**src/rtl/cmd_sequencer_pkg.sv**
```systemverilog
// Shared definitions for the command sequencer: operation codes, FSM state
// encoding, command-record word/field bit positions, the decoded-field record
// and the op -> engine mapping.
package cmd_sequencer_pkg;

  // Operation codes carried in word 0 of a command record.
  localparam logic [2:0] OP_IDLE    = 3'd0;
  localparam logic [2:0] OP_CONV1   = 3'd1;
  localparam logic [2:0] OP_CONV2   = 3'd2;
  localparam logic [2:0] OP_CONV3   = 3'd3;
  localparam logic [2:0] OP_MAXPOOL = 3'd4;
  localparam logic [2:0] OP_AVEPOOL = 3'd5;

  typedef enum logic [2:0] {
    S_IDLE   = 3'd0,
    S_FETCH  = 3'd1,
    S_DECODE = 3'd2,
    S_ISSUE  = 3'd3,
    S_RUN    = 3'd4,
    S_FINISH = 3'd5,
    S_ERR    = 3'd6
  } state_e;

  // Field positions inside the record words.
  localparam int W0_OP_LSB      = 0;   // [2:0]
  localparam int W0_PAD_BIT     = 4;
  localparam int W0_STRIDE_LSB  = 8;   // [11:8]
  localparam int W0_CENTER_LSB  = 16;  // [31:16]
  localparam int W2_O_CHAN_LSB  = 16;  // [31:16]
  localparam int W3_O_SIDE_LSB  = 8;   // [15:8]
  localparam int W3_KERNEL_LSB  = 16;  // [23:16]
  localparam int W4_I_SURF_LSB  = 0;   // [15:0]
  localparam int W4_O_SURF_LSB  = 16;  // [31:16]

  // Only the fields the sequencer uses or exports are kept.
  typedef struct packed {
    logic [2:0]  op;
    logic        pad;
    logic [3:0]  stride;
    logic [15:0] center;
    logic [15:0] o_chan;
    logic [7:0]  o_side;
    logic [7:0]  kernel;
    logic [15:0] i_surf;
    logic [15:0] o_surf;
    logic [31:0] weight;
    logic [31:0] data;
    logic [31:0] result;
  } cmd_fields_t;

  localparam int CMD_FIELDS_W = $bits(cmd_fields_t);

  // bit0 conv, bit1 maxpool, bit2 avepool; zero means the op is illegal.
  function automatic logic [2:0] op_to_eng(input logic [2:0] op);
    case (op)
      OP_CONV1, OP_CONV2, OP_CONV3: op_to_eng = 3'b001;
      OP_MAXPOOL:                   op_to_eng = 3'b010;
      OP_AVEPOOL:                   op_to_eng = 3'b100;
      default:                      op_to_eng = 3'b000;
    endcase
  endfunction

endpackage

```
**src/rtl/cmd_sequencer_unpack.sv**
```systemverilog
// cmd_unpack: pops CMD_WORDS words from the FWFT command FIFO while fetch is
// high, latching the decoded fields as their word arrives. Words 1 and 8+
// are consumed but not stored.
// Ports:
//   clk, rst        clock, async active-high reset
//   fetch           sequencer is in FETCH
//   fifo_dout/empty FIFO head word and empty flag
//   rd_en           pop strobe (combinational)
//   rec_done        last word of the record popped this cycle
//   fields          packed cmd_fields_t holding the current record
module cmd_unpack
  import cmd_sequencer_pkg::*;
#(
  parameter int CMD_WORDS = 8
) (
  input  logic                    clk,
  input  logic                    rst,
  input  logic                    fetch,
  input  logic [31:0]             fifo_dout,
  input  logic                    fifo_empty,
  output logic                    rd_en,
  output logic                    rec_done,
  output logic [CMD_FIELDS_W-1:0] fields
);

  localparam int IDX_W = $clog2(CMD_WORDS);

  logic [IDX_W-1:0] idx_q, idx_d;
  cmd_fields_t      fld_q, fld_d;

  // An empty FIFO stalls the index; it never skips a word.
  assign rd_en    = fetch && !fifo_empty;
  assign rec_done = rd_en && (idx_q == IDX_W'(CMD_WORDS - 1));
  assign fields   = fld_q;

  always_comb begin
    // NOTE: every comb output gets a default first so no latch is inferred.
    idx_d = idx_q;
    fld_d = fld_q;
    if (rd_en) begin
      idx_d = rec_done ? '0 : idx_q + 1'b1;
      case (int'(idx_q))
        0: begin
          fld_d.op     = fifo_dout[W0_OP_LSB +: 3];
          fld_d.pad    = fifo_dout[W0_PAD_BIT];
          fld_d.stride = fifo_dout[W0_STRIDE_LSB +: 4];
          fld_d.center = fifo_dout[W0_CENTER_LSB +: 16];
        end
        2: fld_d.o_chan = fifo_dout[W2_O_CHAN_LSB +: 16];
        3: begin
          fld_d.o_side = fifo_dout[W3_O_SIDE_LSB +: 8];
          fld_d.kernel = fifo_dout[W3_KERNEL_LSB +: 8];
        end
        4: begin
          fld_d.i_surf = fifo_dout[W4_I_SURF_LSB +: 16];
          fld_d.o_surf = fifo_dout[W4_O_SURF_LSB +: 16];
        end
        5:       fld_d.weight = fifo_dout;
        6:       fld_d.data   = fifo_dout;
        7:       fld_d.result = fifo_dout;
        default: ;
      endcase
    end
  end

  // NOTE: state is updated with non-blocking assignments only, so every flop
  // samples pre-edge values regardless of process ordering. The field
  // registers are plain flops (not a RAM) and are reset so outputs read 0.
  always_ff @(posedge clk or posedge rst) begin
    if (rst) begin
      idx_q <= '0;
      fld_q <= '0;
    end else begin
      idx_q <= idx_d;
      fld_q <= fld_d;
    end
  end

endmodule

```
**src/rtl/cmd_sequencer.sv**
```systemverilog
// cmd_sequencer: fetches command records from the command FIFO, decodes
// them, starts one of NUM_ENG engines and counts per-pixel done pulses until
// all output channels of every surface are covered. Runs cmd_size commands,
// then raises a sticky irq; an illegal record raises irq and err instead.
// Ports:
//   clk, rst                   clock, async active-high reset
//   op_en, cmd_size            start pulse (IDLE only) and command count
//   cmd_fifo_*                 FWFT command FIFO interface
//   eng_ready / eng_valid      one-hot engine start, pixel-done pulses
//   engine_reset               high except while an op is issued/running
//   op_type .. result_start_addr  decoded fields of the current command
//   busy, irq, irq_clr, err    status and sticky interrupt/error
//   perf_cycles                RUN cycle counter
// Optional feature: define CSB_PERF_CNT_EN to build the saturating RUN-cycle
// counter; otherwise perf_cycles is tied to 0.
module cmd_sequencer
  import cmd_sequencer_pkg::*;
#(
  parameter int CMD_WORDS = 8,
  parameter int PARA      = 16,
  parameter int NUM_ENG   = 3
) (
  input  logic               clk,
  input  logic               rst,
  input  logic               op_en,
  input  logic [6:0]         cmd_size,
  input  logic [31:0]        cmd_fifo_dout,
  input  logic               cmd_fifo_empty,
  output logic               cmd_fifo_rd_en,
  output logic [NUM_ENG-1:0] eng_ready,
  input  logic [NUM_ENG-1:0] eng_valid,
  output logic               engine_reset,
  output logic [2:0]         op_type,
  output logic               padding,
  output logic [3:0]         stride,
  output logic [7:0]         kernel_size,
  output logic [7:0]         o_side_size,
  output logic [15:0]        i_surf_size,
  output logic [15:0]        op_num,
  output logic [31:0]        weight_start_addr,
  output logic [31:0]        data_start_addr,
  output logic [31:0]        result_start_addr,
  output logic               busy,
  output logic               irq,
  input  logic               irq_clr,
  output logic               err,
  output logic [31:0]        perf_cycles
);

  state_e             state_q, state_d;
  logic [NUM_ENG-1:0] eng_ready_q, eng_ready_d;
  logic               engine_reset_q, engine_reset_d;
  logic               irq_q, irq_d;
  logic               err_q, err_d;
  logic [15:0]        surf_q, surf_d;
  logic [16:0]        chan_q, chan_d;
  logic [6:0]         cmds_done_q, cmds_done_d;
  logic [6:0]         cmd_size_q, cmd_size_d;

  logic [CMD_FIELDS_W-1:0] fields_flat;
  cmd_fields_t             fld;
  logic                    rec_done;
  logic                    valid_sel;
  logic                    surf_wrap;
  logic [16:0]             chan_next;
  logic                    op_done;

  cmd_unpack #(.CMD_WORDS(CMD_WORDS)) u_unpack (
    .clk        (clk),
    .rst        (rst),
    .fetch      (state_q == S_FETCH),
    .fifo_dout  (cmd_fifo_dout),
    .fifo_empty (cmd_fifo_empty),
    .rd_en      (cmd_fifo_rd_en),
    .rec_done   (rec_done),
    .fields     (fields_flat)
  );

  assign fld = cmd_fields_t'(fields_flat);

  // Pulses from engines that were not started are ignored.
  assign valid_sel = |(eng_valid & eng_ready_q);
  assign surf_wrap = (surf_q == fld.o_surf - 16'd1);
  // 17-bit so the last pass cannot wrap; o_chan need not be a PARA multiple.
  assign chan_next = chan_q + 17'(PARA);
  assign op_done   = (state_q == S_RUN) && valid_sel && surf_wrap &&
                     (chan_next >= {1'b0, fld.o_chan});

  always_comb begin
    state_d        = state_q;
    eng_ready_d    = eng_ready_q;
    engine_reset_d = engine_reset_q;
    irq_d          = irq_q;
    err_d          = err_q;
    surf_d         = surf_q;
    chan_d         = chan_q;
    cmds_done_d    = cmds_done_q;
    cmd_size_d     = cmd_size_q;
    case (state_q)
      S_IDLE: begin
        if (op_en) begin
          cmd_size_d  = cmd_size;
          cmds_done_d = '0;
          if (cmd_size == 7'd0) begin
            state_d = S_FINISH;
            irq_d   = 1'b1;
          end else begin
            state_d = S_FETCH;
          end
        end
      end
      S_FETCH: begin
        if (rec_done) state_d = S_DECODE;
      end
      S_DECODE: begin
        if (op_to_eng(fld.op) != 3'b000 && fld.o_surf != 16'd0 && fld.o_chan != 16'd0) begin
          state_d = S_ISSUE;
        end else begin
          state_d = S_ERR;
          err_d   = 1'b1;
          irq_d   = 1'b1;
        end
      end
      S_ISSUE: begin
        engine_reset_d = 1'b0;
        eng_ready_d    = NUM_ENG'(op_to_eng(fld.op));
        surf_d         = '0;
        chan_d         = '0;
        state_d        = S_RUN;
      end
      S_RUN: begin
        if (valid_sel) begin
          if (surf_wrap) begin
            surf_d = '0;
            chan_d = chan_next;
          end else begin
            surf_d = surf_q + 16'd1;
          end
        end
        if (op_done) begin
          eng_ready_d    = '0;
          engine_reset_d = 1'b1;
          cmds_done_d    = cmds_done_q + 7'd1;
          if (cmds_done_q + 7'd1 == cmd_size_q) begin
            state_d = S_FINISH;
            irq_d   = 1'b1;
          end else begin
            state_d = S_FETCH;
          end
        end
      end
      S_FINISH, S_ERR: begin
        // Setting events only occur on entry, so a clear here never races a set.
        if (irq_clr) begin
          irq_d   = 1'b0;
          err_d   = 1'b0;
          state_d = S_IDLE;
        end
      end
      default: state_d = S_IDLE;
    endcase
  end

  always_ff @(posedge clk or posedge rst) begin
    if (rst) begin
      state_q        <= S_IDLE;
      eng_ready_q    <= '0;
      engine_reset_q <= 1'b1;
      irq_q          <= 1'b0;
      err_q          <= 1'b0;
      surf_q         <= '0;
      chan_q         <= '0;
      cmds_done_q    <= '0;
      cmd_size_q     <= '0;
    end else begin
      state_q        <= state_d;
      eng_ready_q    <= eng_ready_d;
      engine_reset_q <= engine_reset_d;
      irq_q          <= irq_d;
      err_q          <= err_d;
      surf_q         <= surf_d;
      chan_q         <= chan_d;
      cmds_done_q    <= cmds_done_d;
      cmd_size_q     <= cmd_size_d;
    end
  end

`ifdef CSB_PERF_CNT_EN
  logic [31:0] perf_q, perf_d;

  always_comb begin
    perf_d = perf_q;
    if (state_q == S_IDLE && op_en) begin
      perf_d = '0;
    end else if (state_q == S_RUN && perf_q != 32'hFFFF_FFFF) begin
      perf_d = perf_q + 32'd1;
    end
  end

  always_ff @(posedge clk or posedge rst) begin
    if (rst) perf_q <= '0;
    else     perf_q <= perf_d;
  end

  assign perf_cycles = perf_q;
`else
  assign perf_cycles = 32'd0;
`endif

  assign eng_ready         = eng_ready_q;
  assign engine_reset      = engine_reset_q;
  assign irq               = irq_q;
  assign err               = err_q;
  assign busy              = (state_q != S_IDLE);
  assign op_type           = fld.op;
  assign padding           = fld.pad;
  assign stride            = fld.stride;
  assign kernel_size       = fld.kernel;
  assign o_side_size       = fld.o_side;
  assign i_surf_size       = fld.i_surf;
  assign op_num            = fld.center;
  assign weight_start_addr = fld.weight;
  assign data_start_addr   = fld.data;
  assign result_start_addr = fld.result;

endmodule

```
**config.mk**
```make
export PLATFORM = sky130hd
export DESIGN_NAME = cmd_sequencer
export DESIGN_NICKNAME = d
export VERILOG_FILES = /design/src/rtl/cmd_sequencer_pkg.sv /design/src/rtl/cmd_sequencer_unpack.sv /design/src/rtl/cmd_sequencer.sv
export SDC_FILE = /design/constraint.sdc
export NUM_CORES = 1
export LEC_CHECK = 0
export ABC_AREA = 1
export BUFFER_PORTS_ARGS = -buffer_cell sky130_fd_sc_hd__buf_2
export CELL_PAD_IN_SITES_DETAIL_PLACEMENT = 1
export CELL_PAD_IN_SITES_GLOBAL_PLACEMENT = 1
export CORE_MARGIN = 1.5
export CORE_UTILIZATION = 38
export CTS_BUF_LIST = sky130_fd_sc_hd__clkbuf_4
export DETAILED_ROUTE_END_ITERATION = 8
export PLACE_DENSITY_LB_ADDON = 0.1
export SKIP_LAST_GASP = 1
export SLEW_MARGIN = 0
export SYNTH_ARGS = -nofsm -noshare
export SYNTH_HDL_FRONTEND = slang
export SYNTH_HIERARCHICAL = 1
export SYNTH_SLANG_ARGS = --single-unit
```
**constraint.sdc**
```tcl
create_clock -name clk -period 5.2 [get_ports clk]
set_input_delay 0.52 -clock clk [delete_from_list [all_inputs] [get_ports clk]]
set_output_delay 0.52 -clock clk [all_outputs]
set_load 0.01 [all_outputs]
```
==> results.json, run 1 <==
{
  "crit_fanout": 29,
  "die_width_um": 178,
  "start_kind": "flip-flop",
  "ant_nets": 0,
  "vias": 10400,
  "synth_most_common_cell": "nand2_1",
  "cts.reportedPaths.clkPinSlew_ns": 0.06,
  "stdcell_area_sq_um": 13800,
  "drive_gt1_share_pct": 20.5,
  "cts_tree": "built",
  "hpwl_um": 25400,
  "hp-class": "input port to flip-flop",
  "yosysWarningCount": 6,
  "ys.flop_type": "dfrtp_1",
  "status": "finished clean",
  "avgSynthCellArea_sq_um": 7.90,
  "ys_seq_area_share_pct": 51.2,
  "setup-tns-final_ns": 0,
  "wl_per_cell_um": 16.7,
  "wirelength_um": 36100,
  "core-area_sq_um": 30400,
  "yosysTopAreaCellShare_pct": 50.9,
  "crit_path_end_kind": "output port",
  "drt_iter0_drc": 425,
  "htreeDepth": 3,
  "cp_data_required_time_ns": 4.68,
  "leakage_nw": 7.91,
  "first_global_vias": 10900,
  "grt_pass1_wl_um": 58200,
  "viasPerCell": 4.80,
  "synth_area_leader_cell": "dfrtp_1",
  "syn_to_final_growth_pct": 18.2,
  "postCtsSetupRepairBufs": 0,
  "synth_cell_types": 40,
  "report.final.hold_viol_count": 0,
  "grt_antenna_before_repair": 3,
  "dpl-instance-area_sq_um": 12900,
  "reg2reg_slack_ns": 1.90,
  "fin_nets": 1795,
  "cp.arrival_ns": 3.04,
  "fmax_mhz": 281,
  "numCtsBuffers": 71,
  "die-area_sq_um": 31800,
  "grt_use_total_pct": 23.5,
  "numClockSinks": 239,
  "fin_crit_ns": 3.56,
  "finalCritPeriodShare_pct": 68.5,
  "gp_congestion": 0.808,
  "criticalPathCategory": "flip-flop to output port",
  "io_pins": 239,
  "first_pass_iters": 4,
  "grt-ovfl-total": 0,
  "clock_latency_ns": 0.70,
  "setup_ws_ns": 1.64,
  "synthCells": 1480,
  "power_density_nw_per_um2": 570,
  "drv_slew": 0,
  "drc_errors": 0,
  "synth-seq-cells": 239,
  "row_count": 64,
  "relSlewSlack_pct": 36.9,
  "cap_viol_max_count": 0,
  "netlist_area_sq_um": 11700,
  "dp_slack_ns": 1.85,
  "synthArstFlopShare_pct": 100,
  "worst_slew_pin_slew_ns": 0.947,
  "cts_root_buffer": "clkbuf_4",
  "io_buffers": 206,
  "cts_buffer_depth": 3,
  "synth_area_leaders": "dfrtp_1 51%, nand2_1 22%, nand3_1 4.4%, inv_1 3.5%, ha_1 2.6%",
  "finalSetupViolCount": 0,
  "die_h_um": 178,
  "rsz0062_at_grt": "false",
  "synth-edff-count": 0,
  "grt_max_degree": 156,
  "initial_core_util_pct": 38.4,
  "finalClockSkew_ns": 0.0460,
  "ir_worst_vdd_mv": 0.235,
  "synth_commonest_cells": "681 x nand2_1, 238 x dfrtp_1, 108 x inv_1, 102 x nand3_1, 76 x nor2_1"
}
[state kept, by name, indices dropped and copies added, names as in the netlist]
signal	count
engine_reset	1
err	1
u_unpack/fields	184
cmd_size_q	7
irq	1
surf_q	16
cmds_done_q	7
chan_q	13
eng_ready	3
u_unpack/idx_q	3
state_q	3
[layout make-up]
| class | instances | area, sq um |
|---|---|---|
| multi-input combinational | 1082 | 4910 |
| clock inverter | 20 | 138 |
| clock buffer | 97 | 728 |
| tap | 396 | 495 |
| fill | 3935 | 16600 |
| timing repair buffer | 219 | 1140 |
| inverter | 111 | 420 |
| sequential | 239 | 5980 |
| antenna | 1 | 2.50 |
[cell usage in the layout (no fill, tap or decap), types with 3 or more instances in the layout]
cell type  netlist  final
nor2_1          76     76
nor2_2          13     12
nor2_4           5      6
xnor2_1          6      6
nand3_1        102    102
o21ai_0         32     32
nand3_2          3      3
nand2_2          7      7
o21ai_1          3      3
buf_4           37     11
dfrtp_1        238    238
nand4_1         19     19
xor2_1          31     31
conb_1           1     32
ha_1            24     24
nand2_1        681    681
nor3_1          10     10
a21oi_1         12     12
or2_2            4      4
inv_2            3      5
clkbuf_4         1     97
clkinv_1         0     14
buf_2           32    206
o22ai_1          6      6
inv_1          108    106
[per-layer routing]
layer	routed length [um]	vias to the layer above	track usage [%]
li1	-	5038	-
met1	15600	5049	29.3
met2	16900	243	37.7
met3	2590	65	7.84
met4	929	4	8.78
met5	19	-	0
[where the power goes]
part / internal (W) / switching (W) / leakage [nW] / total (W)
combinational: 0.00110 / 0.00197 / 4.26 / 0.00308
sequential: 0.00255 / 0.000471 / 3.14 / 0.00302
clock: 0.000957 / 0.000826 / 0.509 / 0.00178
total: 0.00461 / 0.00327 / 7.91 / 0.00788
[logic make-up after synthesis]
logic type	synth area share [%]
simple gates	32.9
flops	51.2
buf+inv	7.91
compound gates	2.65
xor+xnor	2.77
fa+ha+maj	2.57
other cells	0.0321
[repair_timing]
item | CTS | global route
hold buffers | 1 | 0
hold endpoints to repair | 52 | 0
endpoints found under the setup margin | 0 | 0
gates resized for setup | 0 | 0
[critical path, cell delays in order (launching register included)]
cell     delay, ns
dfrtp_1       0.43
nor3_1        0.74
inv_2         0.09
nor2_4        0.49
buf_4         0.41
buf_2         0.20
[path summary, 6_finish.rpt]
path | start | end | depth (start not counted)
max | state_q[2]$_DFFE_PP0P_ | cmd_fifo_rd_en | 5
min | cmd_fifo_dout[5] | u_unpack/fields[5]$_DFFE_PP0P_ | 3
max reg2reg | chan_q[4]$_DFFE_PP0P_ | cmds_done_q[5]$_DFFE_PP0P_ | 18
min reg2reg | u_unpack/fields[171]$_DFFE_PP0P_ | u_unpack/fields[171]$_DFFE_PP0P_ | 2
max in group asynchronous | rst | u_unpack/fields[129]$_DFFE_PP0P_ | 4
min in group asynchronous | rst | surf_q[4]$_DFFE_PP0P_ | 3
[metrics by stage]
| step | cells | utilization, % | hold WS [ns] | total power (W) |
|---|---|---|---|---|
| after global routing | 2165 | 45.4 | 0.0616 | 0.00859 |
| after detailed placement | 2046 | 42.5 | 0.454 | 0.00615 |
| after CTS | 2164 | 45.4 | 0.0188 | 0.00801 |
| final | 2165 | 45.4 | 0.0799 | 0.00788 |
| after global placement | 2046 | 42.5 | 0.450 | 0.00605 |
| after floorplan | 1511 | - | 0.442 | 0.00500 |
Note: power is estimated with default switching activity, not from simulation.
==> run 2, diff against run 1 <==
==> constraint.sdc (replaced) <==
create_clock -name clk -period 2.93 [get_ports clk]
set_input_delay 0.293 -clock clk [delete_from_list [all_inputs] [get_ports clk]]
set_output_delay 0.293 -clock clk [all_outputs]
set_load 0.01 [all_outputs]
==> results.json, run 2 (synthesis results as in run 1) <==
{
  "status": "finished clean",
  "cts.reportedPaths.clkPinSlew_ns": 0.06,
  "power_density_nw_per_um2": 988,
  "numCtsBuffers": 70,
  "rsz0062_at_grt": "true",
  "grt_pass1_wl_um": 59900,
  "start_kind": "flip-flop",
  "fin_nets": 1858,
  "drc_errors": 0,
  "largest_reg_flops": 184,
  "finalClockSkew_ns": 0.0570,
  "m1WireLength_um": 16300,
  "die_h_um": 178,
  "ir_worst_vdd_mv": 0.459,
  "setup_ws_ns": 0.0864,
  "criticalPathCategory": "flip-flop to flip-flop",
  "fmax_mhz": 352,
  "hp-class": "input port to flip-flop",
  "drt_iter0_drc": 411,
  "finalCritPeriodShare_pct": 97.1,
  "numClockSinks": 239,
  "crit_fanout": 7,
  "row_count": 64,
  "fin_crit_ns": 2.84,
  "clock_latency_ns": 0.71,
  "cts_buffer_depth": 3,
  "io_buffers": 206,
  "core-area_sq_um": 30400,
  "final_cell_mix": "676 x nand2_1, 238 x dfrtp_1, 206 x buf_2, 108 x clkbuf_4, 103 x inv_1",
  "syn_to_final_growth_pct": 25.6,
  "die-area_sq_um": 31800,
  "reg2reg_slack_ns": 0.09,
  "first_pass_iters": 4,
  "whs_ns": 0.0873,
  "wl_met3_um": 2450,
  "die_width_um": 178,
  "wl_met2_um": 18200,
  "gp_congestion": 0.812,
  "ant_nets": 0,
  "grt-ovfl-total": 0,
  "finalSetupViolCount": 0,
  "cp_data_required_time_ns": 3.47,
  "wirelength_um": 37600,
  "initial_core_util_pct": 38.4,
  "cts_tree": "built",
  "vias": 10700,
  "relSlewSlack_pct": 46.1,
  "first_global_vias": 11200,
  "hpwl_um": 26000,
  "crit_path_end_kind": "flip-flop",
  "grt_max_degree": 73,
  "htreeDepth": 3,
  "io_pins": 239,
  "dpl-instance-area_sq_um": 13100,
  "report.final.hold_viol_count": 0,
  "cp.arrival_ns": 3.38,
  "wl_per_cell_um": 16.8,
  "drive_gt1_share_pct": 23.1,
  "cap_viol_max_count": 0,
  "worst_slew_pin_slew_ns": 0.807,
  "grt_antenna_before_repair": 2,
  "cts_root_buffer": "clkbuf_4",
  "topRoutingLayerUsed": "met5",
  "drv_slew": 0,
  "grt_use_total_pct": 24.1,
  "stdcell_area_sq_um": 14700,
  "leakage_nw": 8.32,
  "final_common_cell": "nand2_1",
  "viasPerCell": 4.80,
  "dp_slack_ns": -0.106
}
## run 2: cell types whose count changed in the layout (fill, tap and decap cells not counted), moves of 5 or more
cell / change
nand2_1: -5
clkbuf_4: +11
o21ai_0: -6
nand3_2: +7
buf_4: +20
dlygate4sd3_1: +40
nand3_1: -8
## run 2: final cells by class
type	count	area (sq um)
diodes	1	2.50
multi-input cells	1082	5050
clock inverters	16	144
inverters	111	420
flip-flops and latches	239	5980
repair buffers	283	1780
fillers	3869	15700
well taps	396	495
clock buffers	108	811
## run 2: through the flow
stage               TNS, ns  utilization (%)  instances  total power [W]
detailed placement   -0.640             43.1       2065           0.0110
finish                    0             48.3       2236           0.0145
CTS                       0             47.7       2230           0.0146
global route          -1.15             48.3       2236           0.0157
global placement          0             43.1       2065           0.0108
floorplan                 0                -       1511          0.00887
## run 2: critical path, cell delays in order, from the launching register on
cell     delay (ns)
dfrtp_1        0.35
buf_4          0.11
buf_4          0.10
nand2_1        0.08
nor3b_2        0.25
nand2_1        0.13
xor2_2         0.17
ha_1           0.31
a21o_1         0.18
a21oi_1        0.17
o21ai_2        0.08
nor2_1         0.11
nand2_2        0.09
nand4_4        0.17
nand2_4        0.09
buf_12         0.17
nand2_1        0.05
o21ai_0        0.07
## run 2: report_power, final
group	switching (W)	leakage, nW	internal [W]
clock network	0.00151	0.568	0.00194
registers	0.000857	3.14	0.00452
logic	0.00359	4.61	0.00210
total	0.00596	8.32	0.00855
## run 2: repair_timing
action / CTS / global route
setup endpoints to repair: 14 / 14
pin swaps: 0 / 12
hold buffers: 41 / 0
gates cloned: 0 / 1
resized for setup: 5 / 33
endpoints found under the hold margin: 367 / 0
buffers inserted: 0 / 4
## run 2: path summary, 6_finish.rpt
| check | startpoint | to | depth (start not counted) |
|---|---|---|---|
| hold reg to reg | u_unpack/fields[144]$_DFFE_PP0P_ | u_unpack/fields[144]$_DFFE_PP0P_ | 2 |
| hold / removal | cmd_fifo_empty | u_unpack/fields[86]$_DFFE_PP0P_ | 5 |
| setup reg to reg | chan_q[6]$_DFFE_PP0P_ | cmds_done_q[2]$_DFFE_PP0P_ | 17 |
| max in group asynchronous | rst | engine_reset$_DFFE_PP1P_ | 4 |
| min in group asynchronous | rst | u_unpack/fields[155]$_DFFE_PP0P_ | 3 |
| setup / recovery | chan_q[6]$_DFFE_PP0P_ | cmds_done_q[2]$_DFFE_PP0P_ | 17 |
## run 2: metal layers
layer / global-route usage, % / vias up
met3: 7.12 / 51
li1: - / 5182
met2: 40.0 / 227
met5: 0 / -
met1: 30.1 / 5264
met4: 7.26 / 2
